===== src/rtl/rel_fifo.sv =====
// Reliable FIFO: triplicated, cross-voted control state (pointers, occupancy) with single-copy payload storage.
// Optional synchronous flush is compiled in when REL_FIFO_FLUSH_EN is defined.
module rel_fifo #(
   parameter type         T            = logic,
   parameter int unsigned Depth        = 4,
   parameter bit          TmrHandshake = 1'b1,
   parameter int unsigned HsWidth      = TmrHandshake ? 3 : 1,
   parameter int unsigned CntWidth     = $clog2(Depth + 1)
) (
   input  logic                clk_i,
   input  logic                rst_ni,
   input  logic [HsWidth-1:0]  flush_i,
   input  logic [HsWidth-1:0]  valid_i,
   output logic [HsWidth-1:0]  ready_o,
   input  T                    data_i,
   output logic [HsWidth-1:0]  valid_o,
   input  logic [HsWidth-1:0]  ready_i,
   output T                    data_o,
   output logic [CntWidth-1:0] usage_o,
   output logic                fault_o
);

   localparam int unsigned PtrWidth = (Depth > 1) ? $clog2(Depth) : 1;
   localparam int unsigned DataWidth = $bits(T);

   typedef logic [PtrWidth-1:0] ptr_t;
   typedef logic [CntWidth-1:0] cnt_t;

   localparam ptr_t LastPtr = ptr_t'(Depth - 1);
   localparam cnt_t Full    = cnt_t'(Depth);

   function automatic logic maj3(input logic [2:0] v);
      return (v[0] & v[1]) | (v[0] & v[2]) | (v[1] & v[2]);
   endfunction

   function automatic logic dis3(input logic [2:0] v);
      return (|v) & ~(&v);
   endfunction

   logic [2:0][PtrWidth-1:0] wr_q, wr_d, rd_q, rd_d;
   logic [2:0][CntWidth-1:0] cnt_q, cnt_d;
   logic [Depth-1:0][DataWidth-1:0] mem_q;

   ptr_t wr_v, rd_v, wr_inc, rd_inc;
   cnt_t cnt_v, cnt_up, cnt_dn;
   logic [2:0] push, pop, rdy_rep, vld_rep;
   logic push_v, flush_v, flush_fault, ctrl_fault, out_fault;
   logic rdy_v, vld_v;

   // Bitwise majority of the three registered replicas
   assign wr_v  = (wr_q[0] & wr_q[1]) | (wr_q[0] & wr_q[2]) | (wr_q[1] & wr_q[2]);
   assign rd_v  = (rd_q[0] & rd_q[1]) | (rd_q[0] & rd_q[2]) | (rd_q[1] & rd_q[2]);
   assign cnt_v = (cnt_q[0] & cnt_q[1]) | (cnt_q[0] & cnt_q[2]) | (cnt_q[1] & cnt_q[2]);

   assign ctrl_fault = (wr_q[0] != wr_q[1]) | (wr_q[0] != wr_q[2])
                     | (rd_q[0] != rd_q[1]) | (rd_q[0] != rd_q[2])
                     | (cnt_q[0] != cnt_q[1]) | (cnt_q[0] != cnt_q[2]);

   assign rdy_v  = cnt_v < Full;
   assign vld_v  = cnt_v != '0;
   assign wr_inc = (wr_v == LastPtr) ? '0 : wr_v + 1'b1;
   assign rd_inc = (rd_v == LastPtr) ? '0 : rd_v + 1'b1;
   assign cnt_up = cnt_v + 1'b1;
   assign cnt_dn = cnt_v - 1'b1;

`ifdef REL_FIFO_FLUSH_EN
   logic [2:0] flush_rep;
   for (genvar i = 0; i < 3; i++) begin : g_flush
      assign flush_rep[i] = flush_i[TmrHandshake ? i : 0];
   end
   assign flush_v     = maj3(flush_rep);
   assign flush_fault = dis3(flush_rep);
`else
   logic unused_flush;
   assign unused_flush = ^flush_i;
   assign flush_v      = 1'b0;
   assign flush_fault  = 1'b0;
`endif

   // Every replica steps from the voted state, so a single upset is overwritten on the next edge
   for (genvar i = 0; i < 3; i++) begin : g_rep
      assign rdy_rep[i] = cnt_q[i] < Full;
      assign vld_rep[i] = cnt_q[i] != '0;
      assign push[i]    = valid_i[TmrHandshake ? i : 0] & rdy_v;
      assign pop[i]     = ready_i[TmrHandshake ? i : 0] & vld_v;
      assign wr_d[i]    = flush_v ? '0 : (push[i] ? wr_inc : wr_v);
      assign rd_d[i]    = flush_v ? '0 : (pop[i] ? rd_inc : rd_v);
      assign cnt_d[i]   = flush_v ? '0 :
                          (push[i] == pop[i]) ? cnt_v :
                          (push[i] ? cnt_up : cnt_dn);
   end

   assign push_v = maj3(push);

   always_ff @(posedge clk_i or negedge rst_ni) begin
      if (!rst_ni) begin
         wr_q  <= '0;
         rd_q  <= '0;
         cnt_q <= '0;
      end else begin
         wr_q  <= wr_d;
         rd_q  <= rd_d;
         cnt_q <= cnt_d;
      end
   end

   always_ff @(posedge clk_i or negedge rst_ni) begin
      if (!rst_ni) begin
         mem_q <= '0;
      end else if (push_v && !flush_v) begin
         mem_q[wr_v] <= data_i;
      end
   end

   assign data_o  = T'(mem_q[rd_v]);
   assign usage_o = cnt_v;

   if (TmrHandshake) begin : g_hs_tmr
      assign ready_o   = rdy_rep;
      assign valid_o   = vld_rep;
      assign out_fault = 1'b0;
   end else begin : g_hs_single
      assign ready_o   = maj3(rdy_rep);
      assign valid_o   = maj3(vld_rep);
      assign out_fault = dis3(rdy_rep) | dis3(vld_rep);
   end

   assign fault_o = ctrl_fault | dis3(push) | flush_fault | out_fault;

endmodule


===== config.mk =====
export PLATFORM = sky130hd
export DESIGN_NAME = rel_fifo
export DESIGN_NICKNAME = d
export VERILOG_FILES = /design/src/rtl/rel_fifo.sv
export SDC_FILE = /design/constraint.sdc
export NUM_CORES = 1
export LEC_CHECK = 0
export CORE_ASPECT_RATIO = 0.7
export CORE_MARGIN = 4
export CORE_UTILIZATION = 49
export CTS_CLUSTER_DIAMETER = 30
export DETAILED_ROUTE_END_ITERATION = 12
export PLACE_DENSITY_LB_ADDON = 0.15
export REMOVE_ABC_BUFFERS = 1
export SETUP_SLACK_MARGIN = 0.15
export SLEW_MARGIN = 25
export SYNTH_ARGS = -nofsm -noshare
export SYNTH_HDL_FRONTEND = slang
export SYNTH_SLANG_ARGS = --single-unit

===== constraint.sdc =====
create_clock -name clk_i -period 2.4 [get_ports clk_i]
set_input_delay 0.48 -clock clk_i [delete_from_list [all_inputs] [get_ports clk_i]]
set_output_delay 0.48 -clock clk_i [all_outputs]
set_load 0.02 [all_outputs]

==> metrics.cfg <==
[setup_path]
arrival_ps = 1950
worstPathRequired_ps = 1920
setup.worst_path.class = reg -> out
rr_worst_depth = 9
cp-end-kind = primary output
r2r_slack_ps = 210
crit_fanout = 2
r2r_end = cnt_q[8]
r2r_start = cnt_q[3]
start_kind = flip-flop

[power]
p_leak_nw = 0.941
internal-power_w = 0.00132
vdd_drop_max_mv = 0.515
clock_power_share_pct = 11.4
p_per_area_nw_per_um2 = 988
combPwrFrac_pct = 59.4
p_seq_share_pct = 29.2
p_switching_w = 0.000887
netSwitchingFraction_pct = 40.3

[sta]
fin_hold_ws_ps = 516
fmax_mhz = 412
worst_slack_ps = -29.4
rsz0062_at_grt = true
final_max_slew_viol_count = 0
worst_slew_pin_slew_ps = 472
clock_skew_ps = 1.87
period_share_pct = 101
tns_ps = -29.4
relSlewSlack_pct = 68.4
finalHoldViolations = 0
final-setup-viol-count = 1
finalCriticalPeriod_ps = 2430

[route]
drt-total-wl_um = 4240
routedWlPerCell_um = 16.1
dr.pass1.iters = 4
drc = 0
ant_nets = 0
via_count = 1448
drtIter0Drc = 76
drt-vias-per-instance = 5.48

[placement]
post_dp_cell_area_sq_um = 2080
gp_congestion = 0.890
place_inst = 253
dpl.hpwl_um = 3300
pre_cts_slack_ps = -164
io_buffers = 19

[clock_tree]
tritoncts = built
clock_latency_ps = 270
clk_pin_slew_ps = 90
clock_path_buffers = 2
clkSinkCount = 25
htreeDepth = 1
cts_root_buf = clkbuf_8
hold_buffers = 0
numCtsBuffers = 3

[floorplanning]
die_w_um = 78.7
die-height_um = 57.5
io_pins = 23
core_area_sq_um = 3250
die_area_sq_um = 4520
initial_core_util_pct = 52.7
std_cell_rows = 17

[yosys]
seq_area_frac_synth_pct = 36.5
ys_types = 39
netlist_top_cells_area = dfrtp_1, ha_1, a21oi_1
ys.warnings.count = 0
synthTopCellsByCount = dfrtp_1, ha_1, a21oi_1, nand2_1, inv_1
synth_top_area_cell = dfrtp_1
synth_edf_count = 0
syn_area_sq_um = 1710
synth_flop_cell = dfrtp_1
synth_most_common_cell = dfrtp_1
synth.avg_cell_area_sq_um = 9.80
async_flop_share_pct = 100
synth_top_area_share_pct = 36.5
netlist_instances = 175
ys_ff_latch = 25

[run]
maxCapViolations = 0

[grt]
antenna_found_initial = 0
grt_pass1_vias = 1402
grt_pass1_wl_um = 6930
grt_use_total_pct = 20.2
grt_max_degree = 26
gr-total-overflow = 0

[finish]
drive_gt1_share_pct = 22.6
n_antenna_cell = 0
area_delta_synth_final_pct = 30.1
final_nets = 251
final_area_sq_um = 2230
fin_cells = 264

[hold_path]
min_path_type = reg -> reg
min-delay-start = mem_q[2]
min_to = mem_q[2]
holdPathStages = 1

[run_status]
run_status = finished with violations
violations = negative setup slack

-- area by class of cell --
cell class / instances / area, sq um
Multi-Input combinational cell: 130 / 1060
Clock inverter: 1 / 7.51
Tap cell: 47 / 58.8
Timing Repair Buffer: 46 / 393
Inverter: 12 / 47.5
Sequential cell: 25 / 626
Clock buffer: 3 / 41.3
Fill cell: 267 / 1020
-- placed cells by master (no fill, tap or decap), types with 4 or more instances in the layout --
cell type        count
buf_4               27
dfrtp_1             25
ha_1                18
a21oi_1             16
nand2_1             14
clkdlybuf4s50_1     13
inv_1               11
nor2_1               8
xnor2_1              7
o21ai_0              6
xor2_1               5
nand3_1              4
-- critical path, cell delays in order, from the launching register on --
cell and delay (ps):
dfrtp_1 400, ha_1 340, or4_4 510, nor3_4 130
nand4_1 120, buf_4 180
-- state kept, by name, summed over array words and instances (netlist names) --
name / count
wr_q: 6
mem_q: 4
rd_q: 6
cnt_q: 9
-- layer usage --
| layer | track usage, % | routed length [um] | vias up |
|---|---|---|---|
| li1 | - | - | 714 |
| met1 | 28.8 | 2030 | 676 |
| met4 | 2.99 | 16 | 0 |
| met2 | 31.2 | 1850 | 56 |
| met5 | 0 | 0 | - |
| met3 | 5.84 | 346 | 2 |
-- cell families (layout without fill, tap and decap cells) --
logic type                 after synthesis  after routing  share of synthesized area, %
and+or+nand+nor                         41             41                          11.5
adders and majority gates               21             21                          15.3
muxes                                    5              5                          3.21
AOI/OAI and AO/OA                       51             51                          22.6
xor gates and xnor gates                12             12                          6.13
DFF                                     25             25                          36.5
buffers and inverters                   20             62                          4.82
-- through the flow --
stage,util [%],power (W)
final,68.5,0.00220
after global routing,68.5,0.00238
after global placement,63.9,0.00173
after detailed placement,63.9,0.00177
after floorplan,-,0.00131
after CTS,65.8,0.00203
-- repair_timing --
item,4_1_cts,5_1_grt
resized for setup,17,14
setup endpoints to repair,7,14
setup buffers,2,5
pin swaps,0,10
-- worst max path at each step --
stage	start	to	slack [ps]	depth (start not counted)
5_1_grt	rd_q[1]	fault_o	-110	5
3_3_place_gp	valid_i[0]	fault_o	-160	5
4_1_cts	wr_q[0]	fault_o	4	5
6_report	rd_q[0]	fault_o	-30	5
3_5_place_dp	valid_i[0]	fault_o	-160	5
2_1_floorplan	cnt_q[0]	cnt_q[1]	40	6
-- power by group through the flow --
stage / combinational (W) / clock [W] / sequential [W]
2_1_floorplan: 0.000676 / 0 / 0.000633
3_3_place_gp: 0.00109 / 0 / 0.000643
3_5_place_dp: 0.00112 / 0 / 0.000652
4_1_cts: 0.00113 / 0.000254 / 0.000643
5_1_grt: 0.00144 / 0.000279 / 0.000662
6_report: 0.00131 / 0.000251 / 0.000643
Note: power is estimated with default switching activity, not from simulation.
